`src/rtl/fb_pkg.sv`:
```
// Shared constants and encodings for the frame-buffer port arbiter.
package fb_pkg;

  localparam int c_img_pxls    = 4800;
  localparam int c_nb_img_pxls = 13;
  localparam int c_nb_buf      = 12;
  localparam int c_wfifo_depth = 4;
  localparam int c_nb_wfifo    = 2;

  localparam logic [c_nb_img_pxls-1:0] c_img_lim = c_nb_img_pxls'(c_img_pxls);

  typedef enum logic [1:0] {
    TAG_NONE = 2'd0,
    TAG_DISP = 2'd1,
    TAG_DET  = 2'd2
  } rd_tag_t;

  typedef enum logic [1:0] {
    GNT_NONE = 2'd0,
    GNT_DISP = 2'd1,
    GNT_CAM  = 2'd2,
    GNT_DET  = 2'd3
  } gnt_t;

  function automatic logic in_range(input logic [c_nb_img_pxls-1:0] addr);
    return addr < c_img_lim;
  endfunction

endpackage

```
`src/rtl/fb_wr_fifo.sv`:
```
// Small circular-buffer FIFO; a push while full is accepted only alongside a pop.
module fb_wr_fifo #(
  parameter int DEPTH = 4,
  parameter int AW    = 2,
  parameter int W     = 25
) (
  input  logic         clk,
  input  logic         rst,
  input  logic         push,
  input  logic [W-1:0] push_data,
  input  logic         pop,
  output logic [W-1:0] head,
  output logic         full,
  output logic         empty,
  output logic [AW:0]  count
);

  localparam logic [AW:0] c_full_cnt = (AW + 1)'(DEPTH);

  logic [W-1:0]  mem [DEPTH];
  logic [AW-1:0] wr_ptr;
  logic [AW-1:0] rd_ptr;
  logic          do_push;
  logic          do_pop;

  assign empty   = (count == '0);
  assign full    = (count == c_full_cnt);
  assign do_pop  = pop && !empty;
  assign do_push = push && (!full || do_pop);
  assign head    = mem[rd_ptr];

  always_ff @(posedge clk) begin
    if (do_push) mem[wr_ptr] <= push_data;
  end

  // Pointers wrap naturally because DEPTH is a power of two.
  always_ff @(posedge clk or posedge rst) begin
    if (rst) begin
      wr_ptr <= '0;
      rd_ptr <= '0;
      count  <= '0;
    end else begin
      if (do_push) wr_ptr <= wr_ptr + 1'b1;
      if (do_pop)  rd_ptr <= rd_ptr + 1'b1;
      case ({do_push, do_pop})
        2'b10:   count <= count + 1'b1;
        2'b01:   count <= count - 1'b1;
        default: count <= count;
      endcase
    end
  end

endmodule

```
`src/rtl/fb_port_arbiter.sv`:
```
// Fixed-priority owner of the single frame-buffer BRAM port: display, then
// buffered camera writes, then detector reads; read data returns two cycles later.
module fb_port_arbiter
  import fb_pkg::*;
(
  input  logic                     clk,
  input  logic                     rst,
  input  logic                     disp_rd,
  input  logic [c_nb_img_pxls-1:0] disp_addr,
  output logic [c_nb_buf-1:0]      disp_data,
  output logic                     disp_valid,
  input  logic                     cam_we,
  input  logic [c_nb_img_pxls-1:0] cam_addr,
  input  logic [c_nb_buf-1:0]      cam_data,
  output logic                     cam_full,
  output logic                     cam_ovf,
  input  logic                     det_req,
  input  logic [c_nb_img_pxls-1:0] det_addr,
  output logic                     det_gnt,
  output logic [c_nb_buf-1:0]      det_data,
  output logic                     det_valid,
  input  logic                     ovf_clr,
  output logic                     mem_en,
  output logic                     mem_we,
  output logic [c_nb_img_pxls-1:0] mem_addr,
  output logic [c_nb_buf-1:0]      mem_wdata,
  input  logic [c_nb_buf-1:0]      mem_rdata
);

  localparam int c_nb_ent = c_nb_img_pxls + c_nb_buf;
  localparam logic [c_nb_wfifo:0] c_full_cnt = (c_nb_wfifo + 1)'(c_wfifo_depth);

  gnt_t                gnt;
  rd_tag_t             tag_d, tag_q;
  logic                oor_d, oor_q;
  logic                cam_push, cam_pop;
  logic                fifo_full, fifo_empty;
  logic [c_nb_wfifo:0] fifo_count;
  logic [c_nb_ent-1:0] fifo_head;

  // Out-of-range camera writes never enter the FIFO, so every popped entry is valid.
  assign cam_push = cam_we && in_range(cam_addr);
  assign cam_pop  = (gnt == GNT_CAM);
  assign cam_full = (fifo_count == c_full_cnt);

  fb_wr_fifo #(
    .DEPTH (c_wfifo_depth),
    .AW    (c_nb_wfifo),
    .W     (c_nb_ent)
  ) u_wr_fifo (
    .clk       (clk),
    .rst       (rst),
    .push      (cam_push),
    .push_data ({cam_addr, cam_data}),
    .pop       (cam_pop),
    .head      (fifo_head),
    .full      (fifo_full),
    .empty     (fifo_empty),
    .count     (fifo_count)
  );

  // Handshake: det_req is held with a stable det_addr until det_gnt pulses; the
  // grant cycle is the issue cycle, so det_req may drop or change on the next cycle.
  always_comb begin
    gnt = GNT_NONE;
    if (!rst) begin
      if (disp_rd)          gnt = GNT_DISP;
      else if (!fifo_empty) gnt = GNT_CAM;
      else if (det_req)     gnt = GNT_DET;
    end
  end

  assign det_gnt = (gnt == GNT_DET);

  always_comb begin
    mem_en    = 1'b0;
    mem_we    = 1'b0;
    mem_addr  = '0;
    mem_wdata = '0;
    tag_d     = TAG_NONE;
    oor_d     = 1'b0;
    unique case (gnt)
      GNT_DISP: begin
        tag_d    = TAG_DISP;
        oor_d    = !in_range(disp_addr);
        mem_en   = in_range(disp_addr);
        mem_addr = disp_addr;
      end
      GNT_CAM: begin
        mem_en    = 1'b1;
        mem_we    = 1'b1;
        mem_addr  = fifo_head[c_nb_ent-1 -: c_nb_img_pxls];
        mem_wdata = fifo_head[c_nb_buf-1:0];
      end
      GNT_DET: begin
        tag_d    = TAG_DET;
        oor_d    = !in_range(det_addr);
        mem_en   = in_range(det_addr);
        mem_addr = det_addr;
      end
      default: ;
    endcase
  end

  always_ff @(posedge clk or posedge rst) begin
    if (rst) begin
      tag_q      <= TAG_NONE;
      oor_q      <= 1'b0;
      disp_data  <= '0;
      disp_valid <= 1'b0;
      det_data   <= '0;
      det_valid  <= 1'b0;
      cam_ovf    <= 1'b0;
    end else begin
      tag_q      <= tag_d;
      oor_q      <= oor_d;
      disp_valid <= (tag_q == TAG_DISP);
      det_valid  <= (tag_q == TAG_DET);
      if (tag_q == TAG_DISP) disp_data <= oor_q ? '0 : mem_rdata;
      if (tag_q == TAG_DET)  det_data  <= oor_q ? '0 : mem_rdata;
      if (cam_push && fifo_full && !cam_pop) cam_ovf <= 1'b1;
      else if (ovf_clr)                      cam_ovf <= 1'b0;
    end
  end

endmodule

```
`config.mk`:
```
export PLATFORM = sky130hd
export DESIGN_NAME = fb_port_arbiter
export DESIGN_NICKNAME = d
export VERILOG_FILES = /design/src/rtl/fb_pkg.sv /design/src/rtl/fb_wr_fifo.sv /design/src/rtl/fb_port_arbiter.sv
export SDC_FILE = /design/constraint.sdc
export NUM_CORES = 1
export LEC_CHECK = 0
export BUFFER_PORTS_ARGS = -buffer_cell sky130_fd_sc_hd__buf_2
export CORE_MARGIN = 2
export CORE_UTILIZATION = 55
export DETAILED_ROUTE_END_ITERATION = 16
export GPL_ROUTABILITY_DRIVEN = 0
export PLACE_DENSITY = 0.84
export SLEW_MARGIN = 5
export SYNTH_ARGS = -nofsm -noshare
export SYNTH_HDL_FRONTEND = slang
export SYNTH_HIERARCHICAL = 1
export SYNTH_SLANG_ARGS = --single-unit
```
`constraint.sdc`:
```
create_clock -name clk -period 4.05 [get_ports clk]
set_clock_uncertainty 0.2 [all_clocks]
set_input_delay 0.405 -clock clk [delete_from_list [all_inputs] [get_ports clk]]
set_output_delay 0.405 -clock clk [all_outputs]
set_load 0.05 [all_outputs]
```
==> impl_metrics.py, run 1 <==
metrics = {
    "status": {
        "status": "finished clean",
    },
    "synth": {
        "synth_cells": 359,
        "synth_ff_type": "edfxtp_1",
        "seq_area_frac_synth": 0.6903,
        "syn_avg_cell_area_sq_um": 15.85,
        "synth_area_sq_mm": 0.005692,
        "yosys.area.top_type": "edfxtp_1",
        "synth_nets": 433,
        "synth_edf_count": 100,
        "yosys_warnings": 6,
        "synth_common_cells": "100 x edfxtp_1, 37 x dfrtp_1, 32 x nand2_1",
        "synth_cell_types": 47,
        "async_reset_ff_frac": 0.2701,
        "ys_ff_latch": 137,
        "netlist_top_cells_area": "edfxtp_1 53%, dfrtp_1 16%, mux4_2 9.9%, o21ai_0 2.3%, nand2_1 2.1%",
        "synth_most_common_cell": "edfxtp_1",
        "yosysTopAreaCellShare": 0.5276,
    },
    "critical_path": {
        "critPathArrivalTime_ns": 2.78,
        "start_kind": "flip-flop",
        "reg2reg_slack_ns": 0.87,
        "reg2regPathDepth": 9,
        "endpoint_kind": "primary output",
        "worstReg2RegStart": "u_wr_fifo/count[0]$_DFFE_PP0P_",
        "crit_required_ns": 3.44,
        "path_max_fanout": 22,
        "rr_endpoint": "u_wr_fifo/count[1]$_DFFE_PP0P_",
        "critPathKind": "flip-flop to primary output",
    },
    "drt": {
        "finalWirelength_um": 12940,
        "wl_per_cell_um": 19.15,
        "via_per_inst": 5.543,
        "num_vias": 3747,
        "ant_nets": 0,
        "drc": 0,
        "dr.pass1.iters": 5,
        "drtIter0Drc": 272,
    },
    "pwr": {
        "leakagePower_nw": 3.078,
        "power_density_mw_per_mm2": 698.3,
        "max-vdd-ir-drop_mv": 0.4816,
    },
    "clocking": {
        "htreeDepth": 4,
        "cts_inserted_buffers": 17,
        "clock_path_buffers": 2,
        "cts_tree": "done",
        "clk_latency_ns": 0.50,
        "cts_root_buffer": "clkbuf_8",
        "cts_resized": 0,
        "clk_pin_slew_ns": 0.06,
        "cts_sinks": 137,
    },
    "job": {
        "max_cap_violations": 0,
    },
    "placement": {
        "dp_hpwl_um": 8252,
        "placed_area_sq_mm": 0.006412,
        "io_buffers": 124,
    },
    "global_routing": {
        "grt_pass1_wl_um": 20310,
        "first_global_vias": 3894,
        "track_usage": 0.2421,
        "grt_max_degree": 31,
        "grt_overflow": 0,
        "antenna_found_initial": 0,
    },
    "layout": {
        "drive_gt1_frac": 0.3611,
        "syn_to_final_growth_pct": 30.25,
        "nets": 602,
        "num_antenna_cells": 0,
        "fin_area_sq_mm": 0.007413,
    },
    "die": {
        "initial_core_util": 0.5588,
        "ios": 125,
        "core.rowCount": 37,
        "core_sq_mm": 0.01018,
        "dieArea_sq_mm": 0.01118,
        "die_w_um": 105.7,
        "die_h_um": 105.7,
    },
    "sta": {
        "rsz0062_at_grt": "false",
        "max_freq_ghz": 0.2952,
        "timing.final.crit_share": 0.8366,
        "setup_viol": 0,
        "tightest_slew_ns": 1.116,
        "final_max_slew_viol_count": 0,
        "slew_headroom": 0.2552,
        "setup_tns_ns": 0,
        "min_period_ns": 3.388,
        "hold_viol": 0,
    },
    "hold_path": {
        "holdPathEnd": "disp_data[3]$_DFFE_PP0P_",
        "min_delay_path_depth": 3,
        "hold_path_class": "input pin to flip-flop",
        "min-delay-start": "mem_rdata[3]",
    },
}
-- report_power, final --
part	leakage, nW	switching [mW]	internal [mW]
clock	0.288	0.572	1.00
combinational	1.42	1.03	0.586
sequential	1.37	0.215	1.77
total	3.08	1.82	3.36
-- critical path: stages, from the launching register on --
cell	delay [ns]
dfrtp_1	0.47
nor3_1	0.13
buf_4	0.18
nor3_4	0.64
buf_4	0.37
a222oi_1	0.16
inv_1	0.07
buf_2	0.25
-- layout make-up --
cell class                 instances  area [sq um]
tap                              136         170.2
timing repair buffer             167          1041
clock inverter                    13         192.7
multi-input combinational        180          1568
clock buffer                      18         417.9
fill                             650          2771
sequential                       137          3930
inverter                          25         93.84
-- per-layer routing --
metal | wire length [um] | track usage | part of all wire | up-vias
met3 | 1012 | 0.05813 | 0.078 | 8
met4 | 90 | 0.07237 | 0.0070 | 0
met1 | 5148 | 0.3100 | 0.40 | 1845
met5 | 0 | 0 | 0 | -
met2 | 6692 | 0.4138 | 0.52 | 194
li1 | - | - | - | 1700
-- registers in the layout, indices dropped and copies added, names as in the netlist --
register	cells
cam_ovf	1
det_data	12
det_valid	1
disp_data	12
disp_valid	1
oor_q	1
tag_q	2
u_wr_fifo/count	3
u_wr_fifo/mem	100
u_wr_fifo/rd_ptr	2
u_wr_fifo/wr_ptr	2
-- worst max-delay path by stage --
stage                     slack (ns)                             end  cells past startpoint                            from
after floorplan                 1.02                    mem_addr[11]                      3  u_wr_fifo/count[0]$_DFFE_PP0P_
after global placement          1.13   u_wr_fifo/mem[2][4]$_DFFE_PP_                      6                     cam_addr[8]
after detailed placement        0.94  u_wr_fifo/count[2]$_DFFE_PP0P_                      9  u_wr_fifo/count[0]$_DFFE_PP0P_
after CTS                       0.67                     mem_addr[7]                      7  u_wr_fifo/count[0]$_DFFE_PP0P_
after global routing            0.45                     mem_addr[7]                      7  u_wr_fifo/count[0]$_DFFE_PP0P_
final                           0.66                     mem_addr[7]                      7  u_wr_fifo/count[0]$_DFFE_PP0P_
-- kinds of logic after synthesis --
| logic type | share of synthesized area |
|---|---|
| mux | 0.1016 |
| buf+inv | 0.03429 |
| simple gates | 0.08618 |
| compound gates | 0.06771 |
| flops | 0.6903 |
| fa+ha+maj | 0.01231 |
| xor+xnor | 0.007694 |
-- metrics by stage --
step / power, mW / setup WS [ns] / std cells / utilization / hold slack [ns]
floorplan: 3.165 / 1.022 / 359 / - / 0.008398
global placement: 3.536 / 1.134 / 606 / 0.6296 / 0.2152
detailed placement: 3.585 / 0.9446 / 606 / 0.6296 / 0.2270
CTS: 5.196 / 0.6693 / 676 / 0.7279 / 0.003749
global route: 5.391 / 0.4479 / 676 / 0.7279 / 0.003508
finish: 5.177 / 0.6619 / 676 / 0.7279 / 0.02919
-- timing repair --
action	4_1_cts	5_1_grt
setup buffers	0	0
hold endpoints to repair	125	0
hold buffers	39	0
-- placed cells by master, fill, tap and decap left out, types with 5 or more instances in the layout --
cell type,Yosys,layout
a222oi_1,11,11
and2_1,13,13
buf_2,6,124
clkbuf_16,0,16
dfrtp_1,37,36
dlygate4sd3_1,0,39
edfxtp_1,100,100
inv_1,25,25
mux4_2,25,25
nand2_1,32,32
nand2b_1,16,16
nand3_1,5,5
nor2_1,6,6
o21ai_0,26,26
Note: power is estimated with default switching activity, not from simulation.
==> inputs of run 2 (changes only) <==
--- a/config.mk
+++ b/config.mk
@@ -5,12 +5,13 @@
 export SDC_FILE = /design/constraint.sdc
 export NUM_CORES = 1
 export LEC_CHECK = 0
+export ABC_AREA = 1
 export BUFFER_PORTS_ARGS = -buffer_cell sky130_fd_sc_hd__buf_2
 export CORE_MARGIN = 2
-export CORE_UTILIZATION = 55
+export CORE_UTILIZATION = 49
 export DETAILED_ROUTE_END_ITERATION = 16
 export GPL_ROUTABILITY_DRIVEN = 0
-export PLACE_DENSITY = 0.84
+export PLACE_DENSITY = 0.79
 export SLEW_MARGIN = 5
 export SYNTH_ARGS = -nofsm -noshare
 export SYNTH_HDL_FRONTEND = slang
==> constraint.sdc (replaced) <==
create_clock -name clk -period 2.92 [get_ports clk]
set_clock_uncertainty 0.2 [all_clocks]
set_input_delay 0.292 -clock clk [delete_from_list [all_inputs] [get_ports clk]]
set_output_delay 0.292 -clock clk [all_outputs]
set_load 0.05 [all_outputs]
==> run 2 against run 1 <==
  * Synthesized area rose by 3.7%
  * Die area is 16% higher
  * Register-to-register slack lost 0.39 ns
  * Critical path depth up 1
  * Setup slack got worse by 0.52 ns
  * Synthesized cell count increased by 42%
  * First-iteration DRC count rose by 41%
  * Flip-flop and latch count did not move
  * Via count is 18% higher
  * Critical endpoint is now mem_addr[9]
==> impl_metrics.py, run 2 <==
metrics = {
    "status": {
        "status": "finished clean",
    },
    "clocking": {
        "htreeDepth": 4,
        "cts_inserted_buffers": 17,
        "cts_tree": "done",
        "clk_latency_ns": 0.42,
        "cts_sinks": 137,
        "cts_resized": 0,
        "clk_pin_slew_ns": 0.06,
        "clock_path_buffers": 2,
        "cts_root_buffer": "clkbuf_16",
    },
    "global_routing": {
        "track_usage": 0.2222,
        "grt_use_met3": 0.06536,
        "first_global_vias": 4394,
        "gr-usage-met1": 0.2760,
        "met2_usage": 0.3776,
        "antenna_found_initial": 0,
        "busiest_layer": "met2",
        "grt_overflow": 0,
        "grt_max_degree": 52,
        "grt_pass1_wl_um": 21960,
    },
    "pwr": {
        "combPwrFrac": 0.361,
        "power_density_mw_per_mm2": 991.2,
        "switchingPower_mw": 2.934,
        "p_seq_frac": 0.344,
        "clkPwrFrac": 0.295,
        "leakagePower_nw": 3.337,
        "p_sw_frac": 0.3858,
        "total_power_mw": 7.605,
        "power.internal_mw": 4.671,
        "max-vdd-ir-drop_mv": 0.5082,
    },
    "drt": {
        "drc": 0,
        "wl_per_cell_um": 16.79,
        "via_per_inst": 5.279,
        "drtIter0Drc": 383,
        "finalWirelength_um": 14100,
        "ant_nets": 0,
        "num_vias": 4434,
        "dr.pass1.iters": 5,
    },
    "placement": {
        "placed_area_sq_mm": 0.006726,
        "io_buffers": 124,
        "dp_hpwl_um": 9675,
    },
    "synth": {
        "async_reset_ff_frac": 0.2701,
        "synth_common_cells": "100 x edfxtp_1, 78 x nor2_1, 61 x nand2_1",
        "yosysTopAreaCellShare": 0.5089,
        "synth_most_common_cell": "edfxtp_1",
        "syn_avg_cell_area_sq_um": 11.59,
        "synth_area_sq_mm": 0.005901,
        "netlist_top_cells_area": "edfxtp_1 51%, dfrtp_1 16%, nor2_1 5.0%, mux2_2 4.6%, nand2_1 3.9%",
        "synth_cell_types": 29,
        "ys_ff_latch": 137,
        "synth_cells": 509,
        "yosys_warnings": 6,
        "seq_area_frac_synth": 0.6658,
        "synth_edf_count": 100,
        "synth_nets": 583,
        "synth_ff_type": "edfxtp_1",
        "yosys.area.top_type": "edfxtp_1",
    },
    "critical_path": {
        "crit_required_ns": 2.43,
        "timing.critical_path.to": "mem_addr[9]",
        "path_max_fanout": 13,
        "critPathArrivalTime_ns": 2.28,
        "critPathKind": "flip-flop to primary output",
        "endpoint_kind": "primary output",
        "reg2regPathDepth": 9,
        "worstReg2RegStart": "u_wr_fifo/count[0]$_DFFE_PP0P_",
        "start_kind": "flip-flop",
        "rr_endpoint": "cam_ovf$_DFFE_PP0P_",
        "setup.worst_path.start": "u_wr_fifo/count[0]$_DFFE_PP0P_",
        "reg2reg_slack_ns": 0.48,
    },
    "sta": {
        "slew_headroom": 0.6258,
        "final_max_slew_viol_count": 0,
        "min_period_ns": 2.776,
        "setup_viol": 0,
        "hold_viol": 0,
        "setup_tns_ns": 0,
        "max_freq_ghz": 0.3603,
        "tightest_slew_ns": 0.5563,
        "rsz0062_at_grt": "false",
        "timing.final.crit_share": 0.9506,
    },
    "die": {
        "ios": 125,
        "core_sq_mm": 0.01186,
        "die_w_um": 113.7,
        "initial_core_util": 0.4975,
        "dieArea_sq_mm": 0.01294,
        "core.rowCount": 40,
        "die_h_um": 113.7,
    },
    "layout": {
        "syn_to_final_growth_pct": 30.03,
        "postLayoutCoreUtil": 0.6468,
        "fin_area_sq_mm": 0.007672,
        "fillers": 870,
        "largest_reg_flops": 100,
        "mostFrequentLayoutCells": "124 x buf_2, 100 x edfxtp_1, 74 x nor2_1",
        "top_register": "u_wr_fifo/mem",
        "nets": 754,
        "reg.largest.list": "u_wr_fifo/mem: 100 flops, det_data: 12 flops, disp_data: 12 flops",
        "num_antenna_cells": 0,
        "drive_gt1_frac": 0.3319,
        "final_common_cell": "buf_2",
    },
    "hold_path": {
        "hold_path_class": "input pin to flip-flop",
    },
    "job": {
        "max_cap_violations": 0,
    },
}
==> run 2: routing by layer <==
metal | wire [um] | vias up
met2 | 6938 | 209
met5 | 0 | -
met3 | 1032 | 22
li1 | - | 2084
met4 | 185 | 0
met1 | 5947 | 2119
==> run 2: what timing repair did <==
item,CTS,global route
hold endpoints to repair,139,0
buffers inserted,1,0
hold buffers,30,0
endpoints found under the setup margin,1,0
==> run 2: final cells by class <==
| type | count | area [sq um] | area share |
|---|---|---|---|
| clock inverter | 15 | 200.2 | 0.02609 |
| inverter | 54 | 202.7 | 0.02642 |
| timing repair buffer | 174 | 1096 | 0.1429 |
| multi-input combinational | 296 | 1635 | 0.2131 |
| sequential | 137 | 3929 | 0.5121 |
| tap | 147 | 183.9 | 0.02397 |
| clock buffer | 17 | 425.4 | 0.05545 |
==> run 2: cells by family (layout without fill, tap and decap cells) <==
| family | after synthesis | in the layout | synth area share |
|---|---|---|---|
| AND/OR/NAND/NOR | 180 | 180 | 0.1338 |
| flip-flops | 137 | 137 | 0.6658 |
| AO/OA/AOI/OAI | 85 | 85 | 0.08100 |
| buffers and inverters | 76 | 260 | 0.05874 |
| multiplexers | 24 | 24 | 0.04580 |
| adder cells (fa/ha/maj) | 5 | 5 | 0.01187 |
| XOR/XNOR | 2 | 2 | 0.002969 |
==> run 2: worst min path at each step <==
stage,start,endpoint,depth (start not counted)
floorplan,rst,u_wr_fifo/count[0]$_DFFE_PP0P_,1
global placement,rst,u_wr_fifo/count[2]$_DFFE_PP0P_,2
detailed placement,rst,u_wr_fifo/count[2]$_DFFE_PP0P_,2
CTS,mem_rdata[10],det_data[10]$_DFFE_PP0P_,4
global route,mem_rdata[2],disp_data[2]$_DFFE_PP0P_,4
finish,mem_rdata[10],det_data[10]$_DFFE_PP0P_,4
==> run 2: per-stage QoR <==
stage / hold slack, ns / setup WS [ns] / cells
2_1_floorplan: -0.1046 / -0.008460 / 509
3_3_place_gp: 0.1095 / 0.4742 / 777
3_5_place_dp: 0.1243 / 0.4039 / 777
4_1_cts: 0.05056 / 0.1682 / 840
5_1_grt: 0.07315 / 0.02321 / 840
6_report: 0.06372 / 0.1443 / 840
==> run 2: worst max-delay path, cell delays in order (launching register included) <==
cell and delay, ns:
dfrtp_1 0.43, nor2_4 0.07, nand2_2 0.11, inv_1 0.10
nor3_4 0.38, buf_4 0.28, nand2_1 0.08, o211ai_1 0.13
buf_2 0.31
==> run 2: power groups by stage <==
stage | Sequential [mW] | Clock, mW | Combinational, mW
floorplan | 3.00 | 0 | 1.62
global placement | 2.63 | 0 | 2.62
detailed placement | 2.65 | 0 | 2.68
CTS | 2.61 | 2.27 | 2.74
global route | 2.65 | 2.35 | 2.96
finish | 2.61 | 2.24 | 2.75
==> inputs of run 3 (changes only) <==
--- a/config.mk
+++ b/config.mk
@@ -8,10 +8,10 @@
 export ABC_AREA = 1
 export BUFFER_PORTS_ARGS = -buffer_cell sky130_fd_sc_hd__buf_2
 export CORE_MARGIN = 2
-export CORE_UTILIZATION = 49
+export CORE_UTILIZATION = 54
 export DETAILED_ROUTE_END_ITERATION = 16
 export GPL_ROUTABILITY_DRIVEN = 0
-export PLACE_DENSITY = 0.79
+export PLACE_DENSITY = 0.82
 export SLEW_MARGIN = 5
 export SYNTH_ARGS = -nofsm -noshare
 export SYNTH_HDL_FRONTEND = slang
==> constraint.sdc (replaced) <==
create_clock -name clk -period 2.7 [get_ports clk]
set_clock_uncertainty 0.2 [all_clocks]
set_input_delay 0.27 -clock clk [delete_from_list [all_inputs] [get_ports clk]]
set_output_delay 0.27 -clock clk [all_outputs]
set_load 0.05 [all_outputs]
==> run 3 against run 2 <==
  * Non-clock buffer count grew 19
  * Flip-flop and latch count is the same
  * Via count grew 3.7%
  * Die area shrank 8.9%
  * Sequential power grew 9.2%
  * Highest routed layer unchanged
  * Largest power group unchanged
  * Total power grew 7.9%
  * Critical path depth grew 3
  * Critical path type unchanged
  * Hold slack gained 0.017 ns
  * Global-route usage grew 2.8 points
==> impl_metrics.py, run 3 (same netlist as run 2, synthesis figures left out) <==
metrics = {
    "critical_path": {
        "start_kind": "flip-flop",
        "critPathArrivalTime_ns": 2.14,
        "max_stage_delay_ns": 0.42,
        "cp_common_cell": "buf_4",
        "crit_required_ns": 2.23,
        "path_max_fanout": 7,
        "cp_cell_sequence": "nor2_4 > nand2_4 > inv_2 > nand2_2 > nor3_4 > buf_4 > buf_12 > buf_4 > nand2_1 > nand3_1 > buf_4",
        "endpoint_kind": "primary output",
        "path_delay_family": "buffers and inverters",
        "critPathKind": "flip-flop to primary output",
        "path_buf_inv": 5,
        "slowest_stage": "dfrtp_1",
    },
    "global_routing": {
        "first_global_vias": 4577,
        "grt_pass1_wl_um": 21940,
        "grt_max_degree": 52,
        "track_usage": 0.2503,
        "antenna_found_initial": 0,
        "grt_overflow": 0,
    },
    "clocking": {
        "cts_sinks": 137,
        "cts_root_buffer": "clkbuf_8",
        "clk_latency_ns": 0.52,
        "htreeDepth": 4,
        "cts_tree": "done",
        "clock_path_buffers": 2,
        "cts_inserted_buffers": 17,
        "clk_pin_slew_ns": 0.06,
    },
    "layout": {
        "final_common_cell": "buf_2",
        "nets": 774,
        "reg.largest.list": "u_wr_fifo/mem: 100 flops, det_data: 12 flops, disp_data: 12 flops",
        "top_register": "u_wr_fifo/mem",
        "drive_gt1_frac": 0.3408,
        "largest_reg_flops": 100,
        "stdcell_count": 853,
        "postLayoutCoreUtil": 0.7342,
        "mostFrequentLayoutCells": "112 x buf_2, 100 x edfxtp_1, 74 x nor2_1",
        "syn_to_final_growth_pct": 33.69,
        "num_antenna_cells": 0,
    },
    "drt": {
        "via_per_inst": 5.389,
        "drtIter0Drc": 499,
        "drc": 0,
        "finalWirelength_um": 14750,
        "dr.pass1.iters": 7,
        "wl_per_cell_um": 17.29,
        "num_vias": 4597,
        "ant_nets": 0,
    },
    "hold_path": {
        "hold_path_class": "input pin to flip-flop",
    },
    "sta": {
        "final_max_slew_viol_count": 0,
        "setup_viol": 0,
        "slew_headroom": 0.5726,
        "hold_viol": 0,
        "worst_hold_slack_ns": 0.08108,
        "min_period_ns": 2.609,
        "timing.final.crit_share": 0.9664,
        "max_freq_ghz": 0.3832,
        "setup_tns_ns": 0,
        "rsz0062_at_grt": "true",
        "tightest_slew_ns": 0.6355,
    },
    "placement": {
        "dp_hpwl_um": 9107,
        "io_buffers": 124,
        "post-place-cells": 769,
    },
    "pwr": {
        "total_power_mw": 8.202,
        "p_sw_frac": 0.4075,
        "max-vdd-ir-drop_mv": 0.6480,
        "leakagePower_nw": 3.422,
        "p_seq_frac": 0.347,
        "switchingPower_mw": 3.343,
        "combPwrFrac": 0.385,
        "clkPwrFrac": 0.268,
        "power_density_mw_per_mm2": 1040,
        "power.internal_mw": 4.860,
    },
    "die": {
        "initial_core_util": 0.5491,
        "dieArea_sq_mm": 0.01178,
        "ios": 125,
        "core_sq_mm": 0.01075,
        "die_w_um": 108.5,
        "core.rowCount": 38,
        "die_h_um": 108.5,
    },
    "status": {
        "status": "finished clean",
    },
    "job": {
        "max_cap_violations": 0,
    },
}
-- run 3: repair_timing --
action | in CTS | in global routing
setup endpoints to repair | 27 | 23
pin swaps | 2 | 2
hold buffers | 45 | 0
gates resized for setup | 12 | 19
cloned | 0 | 2
endpoints found under the hold margin | 162 | 0
buffers inserted | 3 | 3
-- run 3: per-layer routing --
layer  global-route usage  vias up  part of all wire
met1               0.2893     2183              0.39
met4              0.09158        0             0.016
li1                     -     2125                 -
met2               0.4424      261              0.51
met5                    0        -                 0
met3              0.07173       28             0.082
-- run 3: final timing paths --
path / start / endpoint / slack [ns] / depth (start not counted)
min: mem_rdata[9] / disp_data[9]$_DFFE_PP0P_ / 0.08 / 4
max reg2reg: u_wr_fifo/count[2]$_DFFE_PP0P_ / u_wr_fifo/count[2]$_DFFE_PP0P_ / 0.39 / 11
max in group asynchronous: rst / det_data[9]$_DFFE_PP0P_ / 1.72 / 4
max: u_wr_fifo/count[1]$_DFFE_PP0P_ / mem_addr[0] / 0.09 / 11
min in group asynchronous: rst / u_wr_fifo/wr_ptr[1]$_DFFE_PP0P_ / 0.14 / 3
min reg2reg: det_data[5]$_DFFE_PP0P_ / det_data[5]$_DFFE_PP0P_ / 0.31 / 1
-- run 3: per-stage QoR --
stage,setup WS (ns),area (sq um)
6_report,0.09066,7889
5_1_grt,-0.007956,7889
4_1_cts,0.0001892,7796
3_5_place_dp,0.2999,6710
3_3_place_gp,0.3963,6710
2_1_floorplan,-0.2285,5901
-- run 3: power groups by stage --
stage                     Clock, mW  Sequential (mW)  Combinational (mW)
after floorplan                   0             3.25                1.75
after global placement            0             2.83                2.83
after detailed placement          0             2.85                2.92
after CTS                      2.22             2.82                3.05
after global routing           2.33             2.87                3.39
final                          2.20             2.85                3.15
-- run 3: worst min-delay path, stage by stage --
cell	delay (ns)
buf_2	0.09
inv_1	0.05
nor2_1	0.07
mux2_2	0.26
-- run 3: final cells by class --
type / count / area (sq um)
Inverter: 54 / 210.2
Sequential cell: 137 / 3933
Tap cell: 140 / 175.2
Fill cell: 649 / 2856
Multi-Input combinational cell: 296 / 1648
Timing Repair Buffer: 193 / 1349
Timing Repair inverter: 1 / 5.005
Clock inverter: 15 / 155.1
Clock buffer: 17 / 414.1
